### src/rtl/ir_queue.sv
// ir_queue: circular instruction/PC buffer between fetch and decode.
// The head entry is shown already split into MIPS fields. When no entry is
// valid, the outputs show the most recently consumed entry, so decode does
// not glitch between instructions.
//
// Handshake: a transfer happens on a rising clk edge when valid and ready are
// both high on that side. Ready never depends on valid on the same side.
// Valid, once high, is not withdrawn by the queue unless flush_i or reset_ni
// discards the entry.

package codes;

  typedef logic [31:0] size_t;

  // Each encoding is the raw field value, zero-extended. The spare top bit
  // marks an unknown encoding.
  typedef enum logic [6:0] {
    OP_SPECIAL = 7'h00, OP_REGIMM = 7'h01, OP_J     = 7'h02, OP_JAL   = 7'h03,
    OP_BEQ     = 7'h04, OP_BNE    = 7'h05, OP_BLEZ  = 7'h06, OP_BGTZ  = 7'h07,
    OP_ADDI    = 7'h08, OP_ADDIU  = 7'h09, OP_SLTI  = 7'h0A, OP_SLTIU = 7'h0B,
    OP_ANDI    = 7'h0C, OP_ORI    = 7'h0D, OP_XORI  = 7'h0E, OP_LUI   = 7'h0F,
    OP_LB      = 7'h20, OP_LH     = 7'h21, OP_LWL   = 7'h22, OP_LW    = 7'h23,
    OP_LBU     = 7'h24, OP_LHU    = 7'h25, OP_LWR   = 7'h26, OP_SB    = 7'h28,
    OP_SH      = 7'h29, OP_SWL    = 7'h2A, OP_SW    = 7'h2B, OP_SWR   = 7'h2E,
    OP_INVALID = 7'h40
  } opcode_t;

  typedef enum logic [6:0] {
    FUNC_SLL     = 7'h00, FUNC_SRL   = 7'h02, FUNC_SRA   = 7'h03, FUNC_SLLV  = 7'h04,
    FUNC_SRLV    = 7'h06, FUNC_SRAV  = 7'h07, FUNC_JR    = 7'h08, FUNC_JALR  = 7'h09,
    FUNC_SYSCALL = 7'h0C, FUNC_BREAK = 7'h0D, FUNC_MFHI  = 7'h10, FUNC_MTHI  = 7'h11,
    FUNC_MFLO    = 7'h12, FUNC_MTLO  = 7'h13, FUNC_MULT  = 7'h18, FUNC_MULTU = 7'h19,
    FUNC_DIV     = 7'h1A, FUNC_DIVU  = 7'h1B, FUNC_ADD   = 7'h20, FUNC_ADDU  = 7'h21,
    FUNC_SUB     = 7'h22, FUNC_SUBU  = 7'h23, FUNC_AND   = 7'h24, FUNC_OR    = 7'h25,
    FUNC_XOR     = 7'h26, FUNC_NOR   = 7'h27, FUNC_SLT   = 7'h2A, FUNC_SLTU  = 7'h2B,
    FUNC_INVALID = 7'h40
  } func_t;

  typedef enum logic [5:0] {
    REGIMM_BLTZ    = 6'h00, REGIMM_BGEZ   = 6'h01,
    REGIMM_BLTZAL  = 6'h10, REGIMM_BGEZAL = 6'h11,
    REGIMM_INVALID = 6'h20
  } regimm_t;

endpackage

module ir_queue
  import codes::*;
#(
  parameter int DEPTH    = 4,
  parameter int PC_WIDTH = 32,
  parameter int BYPASS   = 1
) (
  input  logic                       clk,
  input  logic                       reset_ni,
  input  logic                       flush_i,
  input  logic                       in_valid_i,
  output logic                       in_ready_o,
  input  size_t                      instr_i,
  input  logic [PC_WIDTH-1:0]        pc_i,
  output logic                       out_valid_o,
  input  logic                       out_ready_i,
  output size_t                      instr_o,
  output logic [PC_WIDTH-1:0]        pc_o,
  output opcode_t                    opcode_o,
  output func_t                      funct_o,
  output regimm_t                    regimm_o,
  output logic [4:0]                 rs_o,
  output logic [4:0]                 rt_o,
  output logic [4:0]                 rd_o,
  output logic [4:0]                 shift_o,
  output logic [15:0]                immediate_o,
  output logic [25:0]                target_o,
  output logic                       invalid_o,
  output logic [$clog2(DEPTH+1)-1:0] count_o
);

  localparam int AW = $clog2(DEPTH);
  localparam int CW = $clog2(DEPTH + 1);
  localparam logic [CW-1:0] FULL_CNT = CW'(DEPTH);

  logic [31:0]         mem_instr [DEPTH];
  logic [PC_WIDTH-1:0] mem_pc    [DEPTH];
  logic [AW-1:0]       rd_ptr, wr_ptr;
  logic [CW-1:0]       count;
  logic [31:0]         last_instr;
  logic [PC_WIDTH-1:0] last_pc;

  logic                empty, push, pop, pass_through;
  logic [31:0]         pres_instr;
  logic [PC_WIDTH-1:0] pres_pc;

  assign empty        = (count == '0);
  assign in_ready_o   = reset_ni && !flush_i && (count != FULL_CNT);
  assign out_valid_o  = reset_ni && !flush_i && (!empty || ((BYPASS != 0) && in_valid_i));
  assign push         = in_valid_i && in_ready_o;
  assign pop          = out_valid_o && out_ready_i;
  // Empty with a same-cycle pop: the word goes straight through, never stored.
  assign pass_through = empty && push && pop;
  assign count_o      = count;

  // Select the presented entry: stored head, bypassed input, or held last pop
  always_comb begin
    pres_instr = last_instr;
    pres_pc    = last_pc;
    if (out_valid_o) begin
      if (empty) begin
        pres_instr = instr_i;
        pres_pc    = pc_i;
      end else begin
        pres_instr = mem_instr[rd_ptr];
        pres_pc    = mem_pc[rd_ptr];
      end
    end
  end

  // Write the incoming entry into storage unless it passed straight through
  always_ff @(posedge clk) begin
    if (push && !pass_through) begin
      mem_instr[wr_ptr] <= instr_i;
      mem_pc[wr_ptr]    <= pc_i;
    end
  end

  // Pointer, occupancy and holding-register update
  always_ff @(posedge clk or negedge reset_ni) begin
    if (!reset_ni) begin
      rd_ptr     <= '0;
      wr_ptr     <= '0;
      count      <= '0;
      last_instr <= '0;
      last_pc    <= '0;
    end else if (flush_i) begin
      // push and pop are already blocked by flush_i; last is kept
      rd_ptr <= '0;
      wr_ptr <= '0;
      count  <= '0;
    end else begin
      if (push && !pass_through) wr_ptr <= wr_ptr + AW'(1);
      if (pop && !pass_through)  rd_ptr <= rd_ptr + AW'(1);
      if (push && !pop)          count  <= count + CW'(1);
      else if (pop && !push)     count  <= count - CW'(1);
      if (pop) begin
        last_instr <= pres_instr;
        last_pc    <= pres_pc;
      end
    end
  end

  function automatic opcode_t map_opcode(input logic [5:0] v);
    case (v)
      6'h00, 6'h01, 6'h02, 6'h03, 6'h04, 6'h05, 6'h06, 6'h07,
      6'h08, 6'h09, 6'h0A, 6'h0B, 6'h0C, 6'h0D, 6'h0E, 6'h0F,
      6'h20, 6'h21, 6'h22, 6'h23, 6'h24, 6'h25, 6'h26,
      6'h28, 6'h29, 6'h2A, 6'h2B, 6'h2E:
        map_opcode = opcode_t'({1'b0, v});
      default: map_opcode = OP_INVALID;
    endcase
  endfunction

  function automatic func_t map_funct(input logic [5:0] v);
    case (v)
      6'h00, 6'h02, 6'h03, 6'h04, 6'h06, 6'h07, 6'h08, 6'h09,
      6'h0C, 6'h0D, 6'h10, 6'h11, 6'h12, 6'h13, 6'h18, 6'h19,
      6'h1A, 6'h1B, 6'h20, 6'h21, 6'h22, 6'h23, 6'h24, 6'h25,
      6'h26, 6'h27, 6'h2A, 6'h2B:
        map_funct = func_t'({1'b0, v});
      default: map_funct = FUNC_INVALID;
    endcase
  endfunction

  function automatic regimm_t map_regimm(input logic [4:0] v);
    case (v)
      5'h00, 5'h01, 5'h10, 5'h11: map_regimm = regimm_t'({1'b0, v});
      default:                    map_regimm = REGIMM_INVALID;
    endcase
  endfunction

  // Field split of the presented word
  assign instr_o     = pres_instr;
  assign pc_o        = pres_pc;
  assign opcode_o    = map_opcode(pres_instr[31:26]);
  assign funct_o     = map_funct(pres_instr[5:0]);
  assign regimm_o    = map_regimm(pres_instr[20:16]);
  assign rs_o        = pres_instr[25:21];
  assign rt_o        = pres_instr[20:16];
  assign rd_o        = pres_instr[15:11];
  assign shift_o     = pres_instr[10:6];
  assign immediate_o = pres_instr[15:0];
  assign target_o    = pres_instr[25:0];
  assign invalid_o   = (opcode_o == OP_INVALID) ||
                       ((opcode_o == OP_SPECIAL) && (funct_o == FUNC_INVALID)) ||
                       ((opcode_o == OP_REGIMM) && (regimm_o == REGIMM_INVALID));

endmodule

### config.mk
export PLATFORM = sky130hd
export DESIGN_NAME = ir_queue
export DESIGN_NICKNAME = d
export VERILOG_FILES = /design/src/rtl/ir_queue.sv
export SDC_FILE = /design/constraint.sdc
export NUM_CORES = 1
export LEC_CHECK = 0
export BUFFER_PORTS_ARGS = -buffer_cell sky130_fd_sc_hd__buf_2
export CAP_MARGIN = 40
export CORE_MARGIN = 3
export CORE_UTILIZATION = 40
export DETAILED_ROUTE_END_ITERATION = 6
export PLACE_DENSITY = 0.61
export SLEW_MARGIN = 20
export SYNTH_ARGS = -nofsm -noshare
export SYNTH_HDL_FRONTEND = slang
export SYNTH_SLANG_ARGS = --single-unit
### constraint.sdc
create_clock -name clk -period 11.02 [get_ports clk]
set_input_delay 2.204 -clock clk [delete_from_list [all_inputs] [get_ports clk]]
set_output_delay 2.204 -clock clk [all_outputs]
set_load 0.01 [all_outputs]
=== Word-level counts from Yosys, hierarchy flattened ===
Memory sizes are Yosys's and may differ from the RTL's.
Index checks and enable logic that the tools add are counted.

* $mul: 0
* Magnitude comparators: 0
* Add/sub/neg operators: 4
* Shift operators: 0
* Divide/modulo/power cells: 0
* Mux-type cells: 16
* Reductions and logical operators: 33
* Equality and inequality tests: 62
* Bitwise logic cells: 1

{| class="wikitable"
|+ Operators by type and width
! kind !! count
|-
| 6-bit == test (second input constant) || 23
|-
| 32-bit two-way mux || 4
|-
| 6-bit by 4-bit == test with 1-bit output (second input constant) || 12
|-
| 28-bit OR reduction || 2
|-
| 6-bit by 5-bit == test with 1-bit output (second input constant) || 8
|-
| 6-bit by 3-bit == test with 1-bit output (second input constant) || 7
|-
| 6-bit by 2-bit == test with 1-bit output (second input constant) || 4
|-
| 7-bit == test (second input constant) || 2
|-
| 7-bit two-way mux || 2
|-
| 1-bit logical AND || 13
|-
| 6-bit logical NOT || 2
|-
| 5-bit == test (second input constant) || 2
|-
| 3-bit two-way mux || 3
|-
| 2-bit two-way mux || 4
|-
| 7-bit by 1-bit == test with 1-bit output (second input constant) || 1
|-
| 7-bit logical NOT || 1
|-
| 6-bit by 1-bit == test with 1-bit output (second input constant) || 1
|-
| 6-bit two-way mux || 1
|-
| 5-bit by 1-bit == test with 1-bit output (second input constant) || 1
|-
| 1-bit logical NOT || 5
|-
| 5-bit logical NOT || 1
|-
| 2-bit by 1-bit adder with 2-bit output (second input constant) || 2
|-
| 2-bit nonzero test || 2
|-
| 4-bit OR reduction || 1
|-
| 9 further kinds || 12
|}

* ROM bits: 0
* Register bits: 71
* Memories kept: 2
* Logic and storage cells: 123
* Memory bits (writable): 256
* Bits in latches: 0
* Bits of input ports: 69
* Output and inout bits: 152

{| class="wikitable"
|+ Memory list
! name !! depth !! bits a word !! rd ports !! clocked after memory_dff !! wr ports !! RTL line !! text
|-
| mem_instr || 4 || 32 || 1 || 0 || 1 || 82 || <nowiki>logic [31:0] mem_instr [DEPTH];</nowiki>
|-
| mem_pc || 4 || 32 || 1 || 0 || 1 || 83 || <nowiki>logic [PC_WIDTH-1:0] mem_pc [DEPTH];</nowiki>
|}

=== Depth between registers and ports, before layout ===
* Depth after elaboration: 12
* Mapped depth: 9
* Mapped depth without buffers: 9

=== Worst setup path before layout ===
No wires, ideal clock.

* Path type: input port to output port
* Start: input reset_ni
* End: output funct_o[0]
* Data arrival time: 3.813 ns
* Path buffers: 0
* Required time: 8.816 ns
* Stages: 8
* Setup slack: 5.003 ns
* Cell sequence: nor2b_1 -> o21ai_4 -> inv_4 -> mux2i_2 -> nand2_1 -> a31oi_1 -> nand2_1 -> nor2_1

* Word-level cells in the longest chain between the ends: 6
* Elaborated cells on any way between the ends: 33
* Classes of those cells: 27 x eq/ne; 2 x mux; 4 x reduce/logical

{| class="wikitable"
|+ RTL lines
! element !! RTL line !! text
|-
| from (decl) || 55 || <nowiki>input logic reset_ni,</nowiki>
|-
| 1-bit logical AND (*) (2 in series) || 95 || <nowiki>assign out_valid_o = reset_ni && !flush_i && (!empty || ((BYPASS != 0) && in_valid_i));</nowiki>
|-
| net out_valid_o || 61 || <nowiki>output logic out_valid_o,</nowiki>
|-
| 32-bit two-way mux (*) || 106 || <nowiki>if (out_valid_o) begin</nowiki>
|-
| net immediate_o[1] || 72 || <nowiki>output logic [15:0] immediate_o,</nowiki>
|-
| 6-bit by 2-bit == test with 1-bit output (tied with other cells) || 162 || <nowiki>case (v)</nowiki>
|-
| 28-bit OR reduction (*) || 162 ||
|-
| 7-bit two-way mux (*) || 162 ||
|-
| to (decl) || 66 || <nowiki>output func_t funct_o,</nowiki>
|}

Mark *: on every way through the listed nets, which the timed path passes. The rest lies on a longest branch.

=== Worst setup path in the final report ===
* Start: input reset_ni
* End: output invalid_o

* Word-level cells in the longest chain between the ends: 10
* Elaborated cells on any way between the ends: 78
* Classes of those cells: 61 x eq/ne; 4 x mux; 13 x reduce/logical

{| class="wikitable"
|+ RTL lines
! element !! RTL line !! text
|-
| 1-bit logical AND (*) (2 in series) || 95 ||
|-
| 32-bit two-way mux (*) || 106 ||
|-
| 6-bit by 2-bit == test with 1-bit output (tied with other cells) || 162 ||
|-
| 28-bit OR reduction (on tied branches) || 162, 151 ||
|-
| 7-bit two-way mux (on tied branches) || 162, 151 ||
|-
| 7-bit == test / 7-bit logical NOT (equally long branches) || 192 || <nowiki>((opcode_o == OP_SPECIAL) && (funct_o == FUNC_INVALID)) ||</nowiki>
|-
| 1-bit logical AND || 192 ||
|-
| 1-bit logical OR || 191 || <nowiki>assign invalid_o = (opcode_o == OP_INVALID) ||</nowiki>
|-
| 1-bit logical OR (*) || 192 ||
|-
| to (decl) || 74 || <nowiki>output logic invalid_o,</nowiki>
|}

Every way passes the cells marked *; elsewhere a longest branch is shown, timed or not.

==> metrics.md <==
| Metric | Value |
|---|---|
| Instance area after placement | 15,100 um^2 |
| Total gr overflow | 0 |
| Startpoint type of the worst setup path | input pin |
| Register bit total from synthesis | 327 |
| Starting density of the core | 41.2% |
| Number of distinct standard cells referenced by the synthesized netlist | 42 |
| Result of the run | complete, no violations |
| Site row count | 67 |
| Cell Pwr Density | 220 nW/um^2 |
| Number of hold-slack violations in the final timing report | 0 |
| Number of nets in the layout | 1,138 |
| Later-pin clock latency in the skew report | 0.50 ns |
| Setup TNS | 0 ns |
| Largest net degree at the start of global routing | 73 |
| Layout cell share with drive strength beyond 1 | 32.6% |
| HPWL reported at the end of detailed placement | 18.1 mm |
| Sort of element at the end of the critical path | primary output |
| Full die area | 37,200 um^2 |
| Final Slew Violations | 0 |
| Die extent in x | 193 um |
| Per-instance average area after synthesis | 15.4 um^2 |
| Number of buffers on the longest clock path | 3 |
| Top cell type's share of synthesized area | 55.0% |
| Die Span Y | 193 um |
| Switching share of power | 29.8% |
| Count of yosys warnings during synthesis | 0 |
| Final Cycle Share | 59.9% |
| Worst-path maximum fanout | 24 |
| Worst setup skew after layout | 0.0129 ns |
| Library cell occupying the most area in the post-synthesis netlist | edfxtp_1 |
| First drt pass iteration count | 7 |
| Via density per instance | 5.08 |
| Number of clock buffers inserted by TritonCTS | 36 |
| Count of vias placed by the detailed router | 7,813 |
| Start-to-end type of the worst setup path | in -> out |
| Number of cells produced by synthesis | 907 |
| Overall track demand over capacity in global routing | 16.1% |
| Sequential cell fraction of total power | 42.7% |
| Clock transition at the registers of the reported paths | 0.05 ns |
| Leakage dissipation | 6.37 nW |
| Dominant cells by area after synthesis | edfxtp_1, dfrtp_1, mux4_2, mux2i_1, o21ai_0 |
| Post-route minimum period | 6.60 ns |
| Setup fix buffers added after clock tree synthesis | 0 |
| Sequential-to-total area share from yosys stat | 67.7% |
| Most frequent standard cell in the layout excluding fill and tap cells | edfxtp_1 |
| Detailed-route wire length per cell | 19.3 um |
| Post-synthesis to final-layout area growth | 16.0% |
| Count of pins on the block boundary | 221 |
| Required time at the endpoint of the critical path | 8.82 ns |
| Resized Gates After CTS | 0 |
| Worst hold path type | reg -> reg |
| Routability cong. | 0.715 |
| Core area | 34,000 um^2 |
| DRC marker count from the first detailed-route iteration | 438 |
| Pint | 2.50 mW |
| Headroom to the max-slew limit | 48.5% |
| Number of antenna violations at the first check in global routing | 5 |
| IR Drop Worst-Case VDD | 0.111 mV |
| Fin area | 16,200 um^2 |
| Transition time at the pin with the least slew margin | 0.772 ns |
| # fillers | 2,983 |
| Arrival time worst endpoint | 4.39 ns |
| Root Buffer | clkbuf_16 |
| RSZ-0062 raised after global routing | no |
| Final wirelength | 29.7 mm |
| Count of buffers inserted at the top-level ports | 216 |
| Vias in the first global route | 7,837 |
| Sink Count | 327 |
| Sw Pwr | 1.06 mW |
| Reported max-cap violation count | 0 |
| Antenna viol nets, final | 0 |
| CTS Hold Bufs | 0 |
| Post-detailed-route DRC marker count | 0 |
| Netlist Area Pre-Place | 14,000 um^2 |
| CTS H-Tree Depth | 2 |
| Clock power frac | 31.5% |
| Final setup fails | 0 |
| Top library cells by usage in the layout, fill and taps aside | edfxtp_1, buf_2, nand2_1 |
| Wire length of the first global-routing pass | 45.8 mm |
| Relative contribution of combinational cells to total power | 25.8% |
| CTS tree | done |
| Max Freq | 152 MHz |
## kinds of logic after synthesis
kind of cell / after synthesis / synth area share, %
flops: 327 / 67.7
fa+ha+maj: 5 / 0.501
buf+inv: 133 / 5.72
other cells: 1 / 0.0268
xor+xnor: 3 / 0.188
simple gates: 166 / 4.85
compound gates: 134 / 5.07
mux: 138 / 15.9
## power by group through the flow
stage               Clock, mW  Combinational [mW]  Sequential (mW)
CTS                      1.16               0.943             1.52
detailed placement          0               0.941             1.55
finish                   1.12               0.920             1.52
global route             1.21                1.04             1.54
floorplan                   0               0.716             1.52
global placement            0               0.925             1.54
## area by class of cell
cell class | count | area, um^2 | share of cell area [%]
multi-input cells | 450 | 3740 | 23.1
diodes | 1 | 2.50 | 0.0154
clock inverters | 14 | 126 | 0.779
clock buffers | 50 | 985 | 6.07
well taps | 448 | 561 | 3.46
repair buffers | 229 | 1250 | 7.70
inverters | 20 | 77.6 | 0.478
flip-flops and latches | 327 | 9470 | 58.4
## per-stage QoR
step / setup slack (ns) / power (mW) / hold WS [ns] / util [%] / std cells
6_report: 4.42 / 3.57 / 0.477 / 47.8 / 1539
5_1_grt: 4.27 / 3.78 / 0.499 / 47.8 / 1539
4_1_cts: 4.42 / 3.62 / 0.482 / 47.7 / 1538
3_5_place_dp: 4.43 / 2.49 / 0.470 / 44.5 / 1474
3_3_place_gp: 4.07 / 2.47 / 0.461 / 44.2 / 1470
2_1_floorplan: 5.00 / 2.24 / 0.450 / - / 910
## synth_stat cells, drive strengths merged
| cell type | n |
|---|---|
| xnor2 | 2 |
| o21a | 1 |
| buf | 90 |
| a21oi | 8 |
| a31oi | 1 |
| edfxtp | 256 |
| and3 | 3 |
| a31o | 1 |
| nor2 | 20 |
| o21bai | 1 |
| fa | 1 |
| xor2 | 1 |
| or3 | 2 |
| nand2b | 1 |
| mux4 | 64 |
| clkbuf | 23 |
| o21ai | 119 |
| nor3 | 2 |
| nand2 | 128 |
| dfrtp | 71 |
| a21boi | 1 |
| a211oi | 1 |
| inv | 20 |
| mux2 | 5 |
| o211ai | 1 |
| conb | 1 |
| and2 | 6 |
| mux2i | 69 |
| and4 | 1 |
| ha | 4 |
| nor2b | 3 |
## worst paths after layout
kind | end | from | slack, ns | cells after the start
max in group asynchronous | last_instr[22]$_DFFE_PN0P_ | reset_ni | 8.54 | 3
max | invalid_o | reset_ni | 4.42 | 10
min | last_instr[20]$_DFFE_PN0P_ | last_instr[20]$_DFFE_PN0P_ | 0.48 | 2
min reg2reg | last_instr[20]$_DFFE_PN0P_ | last_instr[20]$_DFFE_PN0P_ | 0.48 | 2
min in group asynchronous | last_pc[24]$_DFFE_PN0P_ | reset_ni | 1.56 | 1
max reg2reg | mem_instr[2][0]$_DFFE_PP_ | count_o[1]$_DFFE_PN0P_ | 7.13 | 7
## sequential cells by signal, summed over array words and instances (netlist names)
signal,cells
last_instr,32
wr_ptr,2
mem_pc,128
mem_instr,128
rd_ptr,2
last_pc,32
count_o,3
## metal layers
metal  GRT usage (%)  part of all wire (%)
met5               0                  0.16
met2            27.9                    51
met4            3.62                   1.5
met3            3.20                   5.7
met1            21.0                    42
## worst max-delay path, cell delays in order
cell and delay (ns):
buf_4 0.22, nor2b_1 0.30, o21ai_4 0.13, buf_16 0.20
buf_8 0.17, a21oi_1 0.36, mux2i_1 0.32, a31o_4 0.22
o21bai_1 0.11, buf_2 0.15
No activity file was read; power rests on OpenSTA's default activity.
